--- config.mk ---
export PLATFORM = sky130hd
export DESIGN_NAME = fetch_queue_ctrl_flat
export DESIGN_NICKNAME = d
export VERILOG_FILES = /design/src/rtl/fetch_queue_ctrl_if.sv /design/src/rtl/fetch_queue_ctrl.sv /design/src/flat_wrapper.sv
export SDC_FILE = /design/constraint.sdc
export NUM_CORES = 1
export LEC_CHECK = 0
export ABC_AREA = 1
export BUFFER_PORTS_ARGS = -buffer_cell sky130_fd_sc_hd__buf_2
export CAP_MARGIN = 0
export CORE_UTILIZATION = 58
export DETAILED_ROUTE_END_ITERATION = 6
export GPL_ROUTABILITY_DRIVEN = 1
export PLACE_DENSITY = 0.79
export SYNTH_ARGS = -nofsm -noshare
export SYNTH_HDL_FRONTEND = slang
export SYNTH_SLANG_ARGS = --single-unit
--- constraint.sdc ---
create_clock -name iq_clk -period 4.35 [get_ports iq_clk]
set_clock_uncertainty 0.15 [all_clocks]
set_input_delay 0.6525 -clock iq_clk [delete_from_list [all_inputs] [get_ports iq_clk]]
set_output_delay 0.6525 -clock iq_clk [all_outputs]
set_load 0.05 [all_outputs]
--- src/rtl/fetch_queue_ctrl_if.sv ---
// Fetch queue controller handshake bundle: memory return, decode stall/flush,
// and the queue/memory mux controls back toward decode and fetch.
interface fetch_queue_ctrl_if #(
  parameter int unsigned IWIDTH = 32,
  parameter int unsigned DEPTH  = 4
);
  localparam int unsigned CW = $clog2(DEPTH) + 1;

  logic [IWIDTH-1:0] iq_i_mem_instr;
  logic              iq_i_mem_valid;
  logic              iq_i_stall;
  logic              iq_i_flush;
  logic [IWIDTH-1:0] iq_o_queue_instr;
  logic              iq_o_check_queue;
  logic              iq_o_valid;
  logic              iq_o_fetch_stall;
  logic [CW-1:0]     iq_o_count;

  modport master (
    output iq_i_mem_instr, iq_i_mem_valid, iq_i_stall, iq_i_flush,
    input  iq_o_queue_instr, iq_o_check_queue, iq_o_valid,
           iq_o_fetch_stall, iq_o_count
  );

  modport slave (
    input  iq_i_mem_instr, iq_i_mem_valid, iq_i_stall, iq_i_flush,
    output iq_o_queue_instr, iq_o_check_queue, iq_o_valid,
           iq_o_fetch_stall, iq_o_count
  );
endinterface

--- src/rtl/fetch_queue_ctrl.sv ---
// Instruction queue between imem and decode: bypasses when empty, buffers
// returns while decode stalls, and drops in-flight returns after a flush.
module fetch_queue_ctrl #(
  parameter int unsigned IWIDTH     = 32,
  parameter int unsigned DEPTH      = 4,
  parameter int unsigned FLUSH_DROP = 1
) (
  input  logic iq_clk,
  input  logic iq_rst,
  fetch_queue_ctrl_if.slave iq
);
  localparam int unsigned PW = $clog2(DEPTH);
  localparam int unsigned CW = PW + 1;
  localparam int unsigned DW = $clog2(FLUSH_DROP + 1);
  localparam logic [CW-1:0] FULL_CNT = CW'(DEPTH);
  localparam logic [DW-1:0] DROP_CNT = DW'(FLUSH_DROP);

  localparam logic [1:0] BYPASS = 2'd0;
  localparam logic [1:0] QUEUE  = 2'd1;
  localparam logic [1:0] FLUSH  = 2'd2;

  logic [1:0]        state, state_n;
  logic [CW-1:0]     count, count_n;
  logic [PW-1:0]     wp, wp_n, rp, rp_n;
  logic [DW-1:0]     drop, drop_n;
  logic              wr_en, enq, deq;
  logic              full, empty;
  logic [IWIDTH-1:0] storage [DEPTH];

  assign full  = (count == FULL_CNT);
  assign empty = (count == '0);

  always_comb begin
    state_n = state;
    count_n = count;
    wp_n    = wp;
    rp_n    = rp;
    drop_n  = drop;
    wr_en   = 1'b0;
    enq     = 1'b0;
    deq     = 1'b0;
    if (iq.iq_i_flush) begin
      state_n = FLUSH;
      count_n = '0;
      wp_n    = '0;
      rp_n    = '0;
      drop_n  = DROP_CNT;
    end else begin
      case (state)
        BYPASS: begin
          if (iq.iq_i_mem_valid && iq.iq_i_stall) begin
            wr_en   = 1'b1;
            wp_n    = wp + PW'(1);
            count_n = CW'(1);
            state_n = QUEUE;
          end
        end
        QUEUE: begin
          deq = !iq.iq_i_stall;
          enq = iq.iq_i_mem_valid && !full;
          if (enq) begin
            wr_en = 1'b1;
            wp_n  = wp + PW'(1);
          end
          if (deq) rp_n = rp + PW'(1);
          count_n = count + CW'(enq) - CW'(deq);
          if (count_n == '0) state_n = BYPASS;
        end
        FLUSH: begin
          if (drop <= DW'(1)) begin
            drop_n  = '0;
            state_n = BYPASS;
          end else begin
            drop_n = drop - DW'(1);
          end
        end
        default: state_n = BYPASS;
      endcase
    end
  end

  always_ff @(posedge iq_clk or negedge iq_rst) begin
    if (!iq_rst) begin
      state <= BYPASS;
      count <= '0;
      wp    <= '0;
      rp    <= '0;
      drop  <= '0;
    end else begin
      state <= state_n;
      count <= count_n;
      wp    <= wp_n;
      rp    <= rp_n;
      drop  <= drop_n;
    end
  end

  always_ff @(posedge iq_clk or negedge iq_rst) begin
    if (!iq_rst) begin
      for (int unsigned i = 0; i < DEPTH; i++) storage[i] <= '0;
    end else if (wr_en) begin
      storage[wp] <= iq.iq_i_mem_instr;
    end
  end

  assign iq.iq_o_check_queue = (state == QUEUE);
  assign iq.iq_o_queue_instr = empty ? '0 : storage[rp];
  // Only BYPASS forwards the live memory response; FLUSH always reports invalid.
  assign iq.iq_o_valid       = (state == QUEUE) ||
                               ((state == BYPASS) && iq.iq_i_mem_valid && !iq.iq_i_flush);
  assign iq.iq_o_fetch_stall = full;
  assign iq.iq_o_count       = count;
endmodule

--- src/flat_wrapper.sv ---
// flat-port wrapper written by rule: the top's interface ports become plain ports
module fetch_queue_ctrl_flat 
#(
  parameter int unsigned IWIDTH     = 32,
  parameter int unsigned DEPTH      = 4,
  parameter int unsigned FLUSH_DROP = 1
)
  (iq_clk, iq_rst, iq_iq_i_mem_instr, iq_iq_i_mem_valid, iq_iq_i_stall, iq_iq_i_flush, iq_iq_o_queue_instr, iq_iq_o_check_queue, iq_iq_o_valid, iq_iq_o_fetch_stall, iq_iq_o_count);
  fetch_queue_ctrl_if #(.IWIDTH(IWIDTH), .DEPTH(DEPTH)) iq_i ();
  input  logic iq_clk;
  input  logic iq_rst;
  input wire logic [$bits(iq_i.iq_i_mem_instr)-1:0] iq_iq_i_mem_instr;
  input wire logic [$bits(iq_i.iq_i_mem_valid)-1:0] iq_iq_i_mem_valid;
  input wire logic [$bits(iq_i.iq_i_stall)-1:0] iq_iq_i_stall;
  input wire logic [$bits(iq_i.iq_i_flush)-1:0] iq_iq_i_flush;
  output wire logic [$bits(iq_i.iq_o_queue_instr)-1:0] iq_iq_o_queue_instr;
  output wire logic [$bits(iq_i.iq_o_check_queue)-1:0] iq_iq_o_check_queue;
  output wire logic [$bits(iq_i.iq_o_valid)-1:0] iq_iq_o_valid;
  output wire logic [$bits(iq_i.iq_o_fetch_stall)-1:0] iq_iq_o_fetch_stall;
  output wire logic [$bits(iq_i.iq_o_count)-1:0] iq_iq_o_count;
  assign iq_i.iq_i_mem_instr = iq_iq_i_mem_instr;
  assign iq_i.iq_i_mem_valid = iq_iq_i_mem_valid;
  assign iq_i.iq_i_stall = iq_iq_i_stall;
  assign iq_i.iq_i_flush = iq_iq_i_flush;
  assign iq_iq_o_queue_instr = iq_i.iq_o_queue_instr;
  assign iq_iq_o_check_queue = iq_i.iq_o_check_queue;
  assign iq_iq_o_valid = iq_i.iq_o_valid;
  assign iq_iq_o_fetch_stall = iq_i.iq_o_fetch_stall;
  assign iq_iq_o_count = iq_i.iq_o_count;
  fetch_queue_ctrl #(.IWIDTH(IWIDTH), .DEPTH(DEPTH), .FLUSH_DROP(FLUSH_DROP)) u_core (.iq_clk(iq_clk), .iq_rst(iq_rst), .iq(iq_i));
endmodule
Yosys cells after proc, flatten, opt, wreduce, memory -nomap -nowiden
Cells that the tools add are included.
Widths: inputs -> output; s select.
Word-level totals
  register bits: 138
  bits in latches: 0
  memory bits (writable): 0
  bits in read-only memories: 0
  bits of input ports: 37
  output and inout bits: 38
  word-level logic and storage cells: 76
  memories kept: 0
Operators by class
  add/sub/neg operators: 5
  multiply operators: 0
  div/mod/pow operators: 0
  $lt $le $gt $ge: 4
  equal/unequal tests: 8
  shift-type cells: 0
  muxes and demuxes: 29
  bitwise logic cells: 2
  reductions and logical operators: 19
Operator list (number)
  $bwmux 128: 1
  $mux 32: 4
  $bmux 32 s2: 1
  $demux 32 s2: 1
  $mux 2: 10
  $ne 3x2->1 const B: 4
  $ge 3x3->1 const B: 2
  $logic_not 3->1: 2
  $mux 1: 6
  $mux 3: 2
  $not 2->3: 2
  $pmux 2 s3: 1
  $pmux 3 s2: 1
  $reduce_and 3->1: 2
  $logic_and 1x1->1: 5
  $add 2x1->2 const B: 2
  $pmux 2 s2: 1
  $reduce_and 2->1: 2
  $reduce_bool 2->1: 2
  $add 3x1->3: 1
  $eq 3x3->1 const B: 1
  $logic_not 1->1: 3
  $lt 3x1->1 const B: 1
  $reduce_bool 3->1: 1
  9 further kinds: 9

Longest topological paths before layout
Gate-level depths: netlist of run 1.
  word-level depth: 9
  gate-level depth with buffers: 10
  depth with buffers taken out: 10

Least setup slack after synthesis of run 1
OpenSTA, ideal clock, no wires.
  path type: flip-flop to output port
  start point: register u_core.count[1], in the netlist u_core.iq.iq_o_count[1]
  end point: output port iq_iq_o_queue_instr[10]
  data arrival time: 1.884 ns
  required time: 3.547 ns
  slack: 1.664 ns
  stages on the path, launching flop included: 4
  path buffers: 1
  cells stage by stage: dfrtp_1 nor3_1 clkbuf_1 a21oi_1
Between the ends
  word-level cells in the longest chain between the ends: 2
RTL lines
  start: declaration: RTL line fetch_queue_ctrl.sv:23  | logic [CW-1:0] count, count_n;
  start signal: assignment: RTL line fetch_queue_ctrl.sv:91  | count <= count_n;
  $logic_not 3->1: RTL line fetch_queue_ctrl.sv:31  | assign empty = (count == '0);
  $mux 32: RTL line fetch_queue_ctrl.sv:107  | assign iq.iq_o_queue_instr = empty ? '0 : storage[rp];
  end: declaration: RTL line flat_wrapper.sv:16  | output wire logic [$bits(iq_i.iq_o_queue_instr)-1:0] iq_iq_o_queue_instr;
No other way between the ends.

Final worst setup path of run 1
  start point: register u_core.rp[0]
  end point: output port iq_iq_o_queue_instr[19]
Between the ends
  word-level cells in the longest chain between the ends: 5
RTL lines
  start: declaration: RTL line fetch_queue_ctrl.sv:24  | logic [PW-1:0] wp, wp_n, rp, rp_n;
  start signal: assignment: RTL line fetch_queue_ctrl.sv:93  | rp <= rp_n;
  $not 2->3 (not written as such): RTL line fetch_queue_ctrl.sv:107
  $bmux 32 s2: RTL line fetch_queue_ctrl.sv:107
  $mux 32 (not written as such) (2 in series): RTL line fetch_queue_ctrl.sv:107
  $mux 32: RTL line fetch_queue_ctrl.sv:107
No other way between the ends. The select of a mux whose other input is x is not followed.

==> impl_metrics.csv, run 1 <==
group,metric,value,unit
run_status,status,"completed",
yosys,synth_seq_cells,137,
yosys,synthXorXnorAreaFrac,0.00130,
final_layout,final_cells,1082,
final_layout,multi_input_area,0.00289,mm^2
clocking,root_buffer,"clkbuf_16",
yosys,synthSimpleGateAreaFrac,0.333,
final_layout,mostFrequentLayoutCell,"nand2_1",
critical_path,cp_slowest_cell,"buf_4",
critical_path,critPathKind,"reg2out",
global_route,use_met1,0.408,
placed_design,place_inst,1051,
floorplanning,std_cell_rows,39,
final_layout,antenna_cells,0,
final_layout,area_growth,13.3,%
clocking,h-tree-depth,4,
pwr,total_leakage_power,4.08,nW
floorplanning,core_area,0.0114,mm^2
yosys,synth_cell_type_count,22,
global_route,grt.total_usage,0.303,
floorplanning,io_pins,75,
route,drtAntennaViolNets,0,
floorplanning,die_x,110,um
placed_design,dp_hpwl,9.61,mm
global_route,grt_util_met2,0.492,
critical_path,slowest_delay,0.60,ns
timing,min_period,3.06,ns
critical_path,cp_cell_sequence,"buf_4 -> nor2_1 -> nor2_1 -> o21ai_0 -> a21oi_1 -> buf_2",
timing,fin_setup_tns,0,ns
final_layout,final_cell_mix,"nand2_1, dfrtp_1, nand3_1",
timing,worst_pin_slew,0.851,ns
critical_path,cp-start-kind,"register",
critical_path,arrival,2.26,ns
final_layout,fillers,980,
timing,hold_violations,0,
yosys,syn_area,0.00674,mm^2
clocking,worstSkewPairLatency,0.41,ns
clocking,post_cts_buffers,0,
route,dr.pass1.iters,5,
timing,slew_headroom,0.432,
pwr,power_density,574,mW/mm^2
global_route,grt_pass1_wl,27.8,mm
final_layout,fin_nets,971,
clocking,cts_hold_buf,0,
critical_path,cp_max_fo,65,
route,vias,6081,
yosys,synth_top_cells_by_area,"dfrtp_1, nand2_1, nand3_1",
yosys,synth_fa_ha_area_frac,0.0141,
global_route,grt.overflow.total,0,
clocking,cts_tree,"built",
final_layout,register_area,0.00343,mm^2
route,wire_per_inst,15.6,um
timing,max_freq,0.327,GHz
clocking,numCtsBuffers,17,
global_route,grt_antenna_before_repair,0,
route,drc_errors,0,
yosys,synth_seq_area_share,0.509,
clocking,clk_path_buf_depth,2,
clocking,post_cts_resize_count,0,
yosys,synth_compound_area_frac,0.0780,
global_route,grt_use_met3,0.0634,
worst_hold_path,hp-class,"in2async",
global_route,top_usage_layer,"met2",
critical_path,rrSetupSlack,1.83,ns
pwr,ir_drop,0.000338,V
critical_path,endpoint_kind,"primary output",
yosys,synthMuxAreaShare,0,
timing,rsz0062_at_grt,"false",
yosys,postSynthAreaPerCell,7.63,um^2
final_layout,drive_gt1_frac,0.134,
clocking,clock_sinks,137,
final_layout,final_util,0.672,
floorplanning,die_area,0.0121,mm^2
yosys,synth_top_area_cell,"dfrtp_1",
route,vias_per_cell,5.62,
floorplanning,initial_core_util,0.593,
timing,fin_crit_sh,0.704,
clocking,clk_pin_slew,0.06,ns
flow_run,drv_cap,0,
yosys,synth.top_cell.area_share,0.509,
route,routed_wl,16.9,mm
yosys,synth_top_family_by_area,"simple AND/OR/NAND/NOR gates",
global_route,grt_max_degree,96,
timing,slew_violations,0,
placed_design,place_congestion,0.806,
placed_design,io_buffers,74,
yosys,syn_nets,927,
timing,timing.hold.ws,0.169,ns
timing,layout_setup_ws,1.29,ns
critical_path,required,3.55,ns
placed_design,pre_cts_slack,1.58,ns
yosys,ys_warn_count,0,
floorplanning,die_y,110,um
timing,setup_viol_count_final,0,
critical_path,cpMostUsedCell,"nor2_1",
global_route,grt_pass1_vias,5688,
yosys,synth_cells,883,
route,drtIter0Drc,510,
-- layout make-up --
class,instances,share of cell area
sequential,137,0.449
multi-input combinational,662,0.378
clock inverter,8,0.0126
inverter,17,0.00836
timing repair buffer,92,0.0670
clock buffer,23,0.0613
tap,143,0.0234
-- sequential cells by signal, indices dropped and copies added (netlist names) --
signal / cells
u_core.state: 2
u_core.wp: 2
u_core.rp: 2
u_core.storage: 128
u_core.iq.iq_o_count: 3
-- worst paths after layout --
check	endpoint	startpoint	depth (start not counted)
max	iq_iq_o_queue_instr[19]	u_core.rp[0]$_DFFE_PN0P_	6
min	u_core.storage[14]$_DFFE_PN0P_	iq_rst	1
max reg2reg	u_core.storage[114]$_DFFE_PN0P_	u_core.state[1]$_DFFE_PN0P_	8
min reg2reg	u_core.storage[2]$_DFFE_PN0P_	u_core.storage[2]$_DFFE_PN0P_	2
max in group asynchronous	u_core.storage[39]$_DFFE_PN0P_	iq_rst	2
min in group iq_clk	u_core.state[1]$_DFFE_PN0P_	iq_iq_i_flush	1
-- cell usage after synthesis (all sizes together) --
library cell,n
clkbuf,34
clkinv,1
nand2,280
nand4,1
dfrtp,137
nand3,135
o21ai,71
fa,1
inv,16
nor3,1
ha,6
nor2,131
nand3b,1
a21oi,34
xor2,1
buf,33
-- critical path, delay by kind of cell (launching register included) --
family	cells	cell delay, ns
and+or+nand+nor	2	0.25
AOI/OAI and AO/OA	2	0.31
DFF	1	0.36
buffers and inverters	2	0.90
-- logic make-up (layout without fill, tap and decap cells) --
logic type | Yosys count | in the layout
AOI/OAI and AO/OA | 105 | 105
xor gates and xnor gates | 1 | 1
adders and majority gates | 7 | 7
buffers and inverters | 84 | 140
DFF | 137 | 137
and+or+nand+nor | 549 | 549
-- per-layer routing --
metal | wire length, um | vias to the layer above | share of wire
li1 | - | 2930 | -
met3 | 1080 | 18 | 0.064
met1 | 7310 | 2905 | 0.43
met4 | 211 | 0 | 0.012
met2 | 8290 | 228 | 0.49
met5 | 0 | - | 0
-- per-stage QoR --
stage	total power, mW	instance area [um^2]
after CTS	4.39	7630
after floorplan	2.70	6740
final	4.38	7630
after detailed placement	3.00	7070
after global placement	2.96	7070
after global routing	4.65	7630
-- power breakdown --
| part | switching [mW] | leakage, nW | internal [mW] | total [mW] |
|---|---|---|---|---|
| Sequential | 0.216 | 1.80 | 1.67 | 1.88 |
| Combinational | 0.776 | 2.00 | 0.340 | 1.12 |
| Clock | 0.518 | 0.277 | 0.867 | 1.38 |
Note: power is estimated with default switching activity, not from simulation.
==> inputs of run 2 (changes only) <==
--- a/config.mk
+++ b/config.mk
@@ -8,10 +8,10 @@
 export ABC_AREA = 1
 export BUFFER_PORTS_ARGS = -buffer_cell sky130_fd_sc_hd__buf_2
 export CAP_MARGIN = 0
-export CORE_UTILIZATION = 58
+export CORE_UTILIZATION = 53
 export DETAILED_ROUTE_END_ITERATION = 6
 export GPL_ROUTABILITY_DRIVEN = 1
-export PLACE_DENSITY = 0.79
+export PLACE_DENSITY = 0.76
 export SYNTH_ARGS = -nofsm -noshare
 export SYNTH_HDL_FRONTEND = slang
 export SYNTH_SLANG_ARGS = --single-unit
==> constraint.sdc (replaced) <==
create_clock -name iq_clk -period 2.75 [get_ports iq_clk]
set_clock_uncertainty 0.15 [all_clocks]
set_input_delay 0.4125 -clock iq_clk [delete_from_list [all_inputs] [get_ports iq_clk]]
set_output_delay 0.4125 -clock iq_clk [all_outputs]
set_load 0.05 [all_outputs]
==> run 2 against run 1 <==
Final cell count is 2.6% higher. Worst setup slack worse by 1.1 ns. Utilization is 3.1 points lower. Global-route usage is 1.4 points lower. Worst hold slack worse by 0.14 ns. Sequential share of layout area shrank 1.1 points. First-iteration DRC count grew 11%. Cell area rose by 2.4%. Wire length increased by 3.3%. Combinational power up 60%. Flip-flop and latch count unchanged. Largest power group unchanged. Highest routed layer unchanged.
==> impl_metrics.csv, run 2 (same netlist as run 1, synthesis figures left out) <==
group,metric,value,unit
clocking,post_cts_resize_count,0,
critical_path,critPathKind,"reg2out",
clocking,clock_sinks,137,
flow_run,drv_cap,0,
final_layout,area_growth,16.0,%
placed_design,pre_cts_slack,0.608,ns
timing,min_period,2.58,ns
global_route,grt.overflow.total,0,
global_route,top_usage_layer,"met2",
placed_design,place_congestion,0.835,
critical_path,reg2reg_depth,8,
route,wire_per_inst,15.7,um
timing,fin_crit_sh,0.937,
route,routed_wl,17.4,mm
global_route,grt_antenna_before_repair,0,
run_status,status,"completed",
pwr,power_density,913,mW/mm^2
global_route,grt_max_degree,77,
critical_path,reg2reg_to,"u_core.storage[12]$_DFFE_PN0P_",
pwr,p_clk_frac,0.333,
critical_path,r2r_start,"u_core.state[1]$_DFFE_PN0P_",
final_layout,fin_nets,973,
floorplanning,io_pins,75,
floorplanning,die_area,0.0132,mm^2
route,dr.pass1.iters,5,
timing,timing.hold.ws,0.0304,ns
worst_hold_path,whs_endpoint,"u_core.state[1]$_DFFE_PN0P_",
floorplanning,std_cell_rows,40,
pwr,p_seq_frac,0.417,
final_layout,antenna_cells,0,
global_route,grt_pass1_vias,5775,
final_layout,design_area,0.00782,mm^2
critical_path,endpoint_kind,"primary output",
pwr,combPwrFrac,0.250,
final_layout,top_register,"u_core.storage",
floorplanning,core_area,0.0122,mm^2
pwr,switching_share,0.342,
placed_design,io_buffers,74,
route,drtAntennaViolNets,0,
clocking,numCtsBuffers,17,
pwr,total_leakage_power,4.14,nW
pwr,net-switching-power,2.44,mW
global_route,use_met1,0.383,
timing,layout_setup_ws,0.173,ns
floorplanning,initial_core_util,0.552,
clocking,post_cts_buffers,0,
critical_path,cp-start-kind,"register",
floorplanning,die_x,115,um
global_route,grt.total_usage,0.288,
timing,setup_viol_count_final,0,
route,vias_per_cell,5.43,
placed_design,dp_hpwl,10.0,mm
worst_hold_path,hold_start,"iq_iq_i_flush",
final_layout,mostFrequentLayoutCell,"nand2_1",
clocking,h-tree-depth,4,
critical_path,required,2.19,ns
clocking,clk_pin_slew,0.06,ns
clocking,cts_tree,"built",
global_route,grt_util_met2,0.472,
timing,slew_headroom,0.509,
final_layout,largest_reg_flops,128,
worst_hold_path,hp-class,"in2reg",
route,vias,6032,
clocking,worstSkewPairLatency,0.43,ns
route,drtIter0Drc,565,
route,drc_errors,0,
final_layout,final_cell_mix,"nand2_1, dfrtp_1, nand3_1",
pwr,p_int,4.70,mW
global_route,grt_pass1_wl,28.9,mm
critical_path,arrival,2.01,ns
clocking,root_buffer,"clkbuf_16",
critical_path,cp_max_fo,18,
clocking,clk_path_buf_depth,2,
final_layout,drive_gt1_frac,0.140,
critical_path,rrSetupSlack,0.67,ns
global_route,grt_use_met3,0.0627,
final_layout,fillers,1109,
floorplanning,die_y,115,um
timing,fin_setup_tns,0,ns
worst_hold_path,min_delay_path_depth,1,
timing,worst_pin_slew,0.737,ns
pwr,ir_drop,0.000516,V
timing,rsz0062_at_grt,"false",
placed_design,place_area,0.00718,mm^2
timing,max_freq,0.388,GHz
timing,slew_violations,0,
timing,hold_violations,0,
-- run 2: cell types whose count changed in the layout (fill, tap and decap cells not counted), sizes merged --
cell | before | now
clkinv | 6 | 5
dlygate4sd3 | 0 | 1
clkinvlp | 1 | 4
bufinv | 2 | 3
clkbuf | 23 | 21
buf | 92 | 93
-- run 2: per-layer routing --
metal	up-vias	routed length [um]
li1	2936	-
met1	2860	7730
met2	213	8480
met3	23	984
met4	0	255
met5	-	0
-- run 2: worst max-delay path by stage --
| stage | from | slack, ns | end | depth (start not counted) |
|---|---|---|---|---|
| 2_1_floorplan | u_core.iq.iq_o_count[1]$_DFFE_PN0P_ | 0.30 | iq_iq_o_queue_instr[10] | 3 |
| 3_3_place_gp | iq_iq_i_flush | 0.66 | u_core.storage[35]$_DFFE_PN0P_ | 7 |
| 3_5_place_dp | iq_iq_i_flush | 0.61 | u_core.storage[35]$_DFFE_PN0P_ | 7 |
| 4_1_cts | u_core.rp[0]$_DFFE_PN0P_ | 0.17 | iq_iq_o_queue_instr[24] | 5 |
| 5_1_grt | u_core.rp[0]$_DFFE_PN0P_ | 0.07 | iq_iq_o_queue_instr[24] | 5 |
| 6_report | u_core.rp[0]$_DFFE_PN0P_ | 0.17 | iq_iq_o_queue_instr[31] | 5 |
-- run 2: stage by stage --
step                utilization  std cells  power (mW)
detailed placement        0.588       1077        4.77
CTS                       0.640       1110        7.16
finish                    0.640       1110        7.14
floorplan                     -        883        4.27
global route              0.640       1110        7.56
global placement          0.588       1077        4.71
-- run 2: power by group through the flow --
stage / clock [mW] / sequential [mW] / combinational (mW)
floorplan: 0 / 2.91 / 1.36
global placement: 0 / 2.97 / 1.74
detailed placement: 0 / 2.99 / 1.78
CTS: 2.40 / 2.96 / 1.80
global route: 2.49 / 3.05 / 2.02
finish: 2.38 / 2.97 / 1.79
-- run 2: area by class of cell --
class | count | area (um^2) | area share
sequential | 137 | 3430 | 0.439
multi-input combinational | 662 | 2890 | 0.369
timing repair buffer | 94 | 604 | 0.0773
clock buffer | 21 | 480 | 0.0614
tap | 168 | 210 | 0.0269
clock inverter | 11 | 144 | 0.0184
inverter | 17 | 63.8 | 0.00816
-- run 2: timing repair --
action	in CTS	in global routing
hold endpoints to repair	60	0
setup endpoints to repair	0	0
hold buffers	1	0
-- run 2: worst max-delay path, stage by stage (launching register included) --
cell,delay [ns]
dfrtp_2,0.43
inv_2,0.26
buf_4,0.28
o21ai_0,0.12
a21oi_1,0.19
buf_2,0.30
==> inputs of run 3 (changes only) <==
--- a/config.mk
+++ b/config.mk
@@ -8,10 +8,9 @@
 export ABC_AREA = 1
 export BUFFER_PORTS_ARGS = -buffer_cell sky130_fd_sc_hd__buf_2
 export CAP_MARGIN = 0
-export CORE_UTILIZATION = 53
+export CORE_UTILIZATION = 25
 export DETAILED_ROUTE_END_ITERATION = 6
 export GPL_ROUTABILITY_DRIVEN = 1
-export PLACE_DENSITY = 0.76
 export SYNTH_ARGS = -nofsm -noshare
 export SYNTH_HDL_FRONTEND = slang
 export SYNTH_SLANG_ARGS = --single-unit
==> run 3 against run 2 <==
The flow now finishes with violations (DRC). Via count is 0.28% higher. Clock-buffer cell count is 2 lower. Utilization is 33 points lower. Critical path depth is 1 higher. Maximum frequency is 0.23% lower.
==> impl_metrics.csv, run 3 (same netlist as run 1, synthesis figures left out) <==
group,metric,value,unit
clocking,post_cts_buffers,0,
route,drtAntennaViolNets,0,
timing,fin_setup_tns,0,ns
pwr,total_leakage_power,4.18,nW
pwr,ir_drop,0.000345,V
clocking,clk_pin_slew,0.06,ns
route,drc_errors,6,
clocking,clock_sinks,137,
final_layout,final_cell_mix,"nand2_1, dfrtp_1, nand3_1",
placed_design,dp_hpwl,12.4,mm
floorplanning,std_cell_rows,59,
placed_design,place_area,0.00743,mm^2
placed_design,io_buffers,74,
critical_path,critPathKind,"reg2out",
global_route,grt_pass1_wl,32.8,mm
global_route,grt.total_usage,0.150,
pwr,power_density,892,mW/mm^2
final_layout,top_register,"u_core.storage",
final_layout,mostFrequentLayoutCell,"nand2_1",
floorplanning,die_x,166,um
timing,hold_violations,0,
clocking,h-tree-depth,4,
final_layout,register_area,0.00343,mm^2
clocking,worstSkewPairLatency,0.42,ns
route,vias_per_cell,4.70,
run_status,failed_checks,"DRC",
timing,fin_crit_sh,0.939,
floorplanning,core_area,0.0263,mm^2
timing,worst_pin_slew,0.599,ns
worst_hold_path,min_delay_path_depth,1,
floorplanning,die_y,166,um
route,routed_wl,20.0,mm
final_layout,largest_reg_flops,128,
timing,setup_viol_count_final,0,
route,wire_per_inst,15.5,um
flow_run,drv_cap,0,
final_layout,design_area,0.00807,mm^2
route,vias,6049,
clocking,cts_tree,"built",
timing,max_freq,0.387,GHz
floorplanning,io_pins,75,
global_route,grt.overflow.total,0,
placed_design,place_congestion,0.758,
timing,slew_violations,0,
timing,timing.hold.ws,0.0411,ns
floorplanning,die_area,0.0276,mm^2
critical_path,required,2.19,ns
clocking,clk_path_buf_depth,2,
critical_path,cp-start-kind,"register",
clocking,root_buffer,"clkbuf_16",
final_layout,fillers,2883,
final_layout,area_growth,19.7,%
timing,rsz0062_at_grt,"false",
critical_path,cp_max_fo,47,
global_route,grt_pass1_vias,5950,
critical_path,reg2reg_depth,9,
timing,slew_headroom,0.601,
route,dr.pass1.iters,7,
run_status,status,"finished, violations left",
route,drtIter0Drc,548,
worst_hold_path,hp-class,"in2reg",
global_route,grt_antenna_before_repair,2,
critical_path,endpoint_kind,"primary output",
final_layout,fin_nets,983,
timing,min_period,2.58,ns
global_route,grt_max_degree,54,
final_layout,multi_input_area,0.00289,mm^2
floorplanning,initial_core_util,0.257,
clocking,numCtsBuffers,17,
critical_path,arrival,2.02,ns
final_layout,drive_gt1_frac,0.148,
[run 3: metal layers]
metal | GRT usage | share of wire | routed length [um] | vias up
li1 | - | - | - | 2950
met3 | 0.0367 | 0.057 | 1130 | 18
met5 | 0 | 0.00055 | 11 | -
met4 | 0.0427 | 0.010 | 204 | 2
met1 | 0.202 | 0.47 | 9410 | 2917
met2 | 0.238 | 0.46 | 9190 | 162
[run 3: metrics by stage]
step	power (mW)	instances	setup slack (ns)	util
after floorplan	4.27	883	0.304	-
after global placement	4.78	1254	0.508	0.283
after detailed placement	4.83	1254	0.512	0.283
after CTS	7.27	1287	0.0469	0.307
after global routing	7.68	1287	0.0360	0.307
final	7.20	1288	0.167	0.307
[run 3: final cells by class]
| cell class | count | share of cell area |
|---|---|---|
| flip-flops and latches | 137 | 0.425 |
| multi-input cells | 662 | 0.358 |
| repair buffers | 104 | 0.0800 |
| clock buffers | 19 | 0.0549 |
| well taps | 335 | 0.0520 |
| clock inverters | 13 | 0.0219 |
| inverters | 17 | 0.00806 |
| diodes | 1 | 0.000310 |
[run 3: path summary, 6_finish.rpt]
path,startpoint,endpoint,slack [ns]
min in group asynchronous,iq_rst,u_core.wp[1]$_DFFE_PN0P_,0.36
min reg2reg,u_core.storage[90]$_DFFE_PN0P_,u_core.storage[90]$_DFFE_PN0P_,0.31
max reg2reg,u_core.iq.iq_o_count[0]$_DFFE_PN0P_,u_core.state[0]$_DFFE_PN0P_,0.71
max,u_core.rp[0]$_DFFE_PN0P_,iq_iq_o_queue_instr[26],0.17
min,iq_iq_i_flush,u_core.state[1]$_DFFE_PN0P_,0.04
max in group asynchronous,iq_rst,u_core.storage[6]$_DFFE_PN0P_,1.42
[run 3: critical path: stages (launching register included)]
cell	delay, ns
dfrtp_2	0.38
buf_6	0.33
nor2_1	0.09
nor2_1	0.12
o21ai_0	0.10
a21oi_1	0.22
buf_2	0.30
[run 3: report_power, final]
part | switching [mW] | internal [mW] | leakage (nW) | total, mW
clock | 0.879 | 1.53 | 0.299 | 2.41
sequential | 0.337 | 2.64 | 1.80 | 2.97
combinational | 1.26 | 0.551 | 2.08 | 1.81
total | 2.48 | 4.72 | 4.18 | 7.20
[run 3: timing repair]
item                                   CTS  global route
resized for setup                        0             2
setup endpoints to repair                0            11
hold buffers                             1             0
endpoints found under the hold margin   50             0
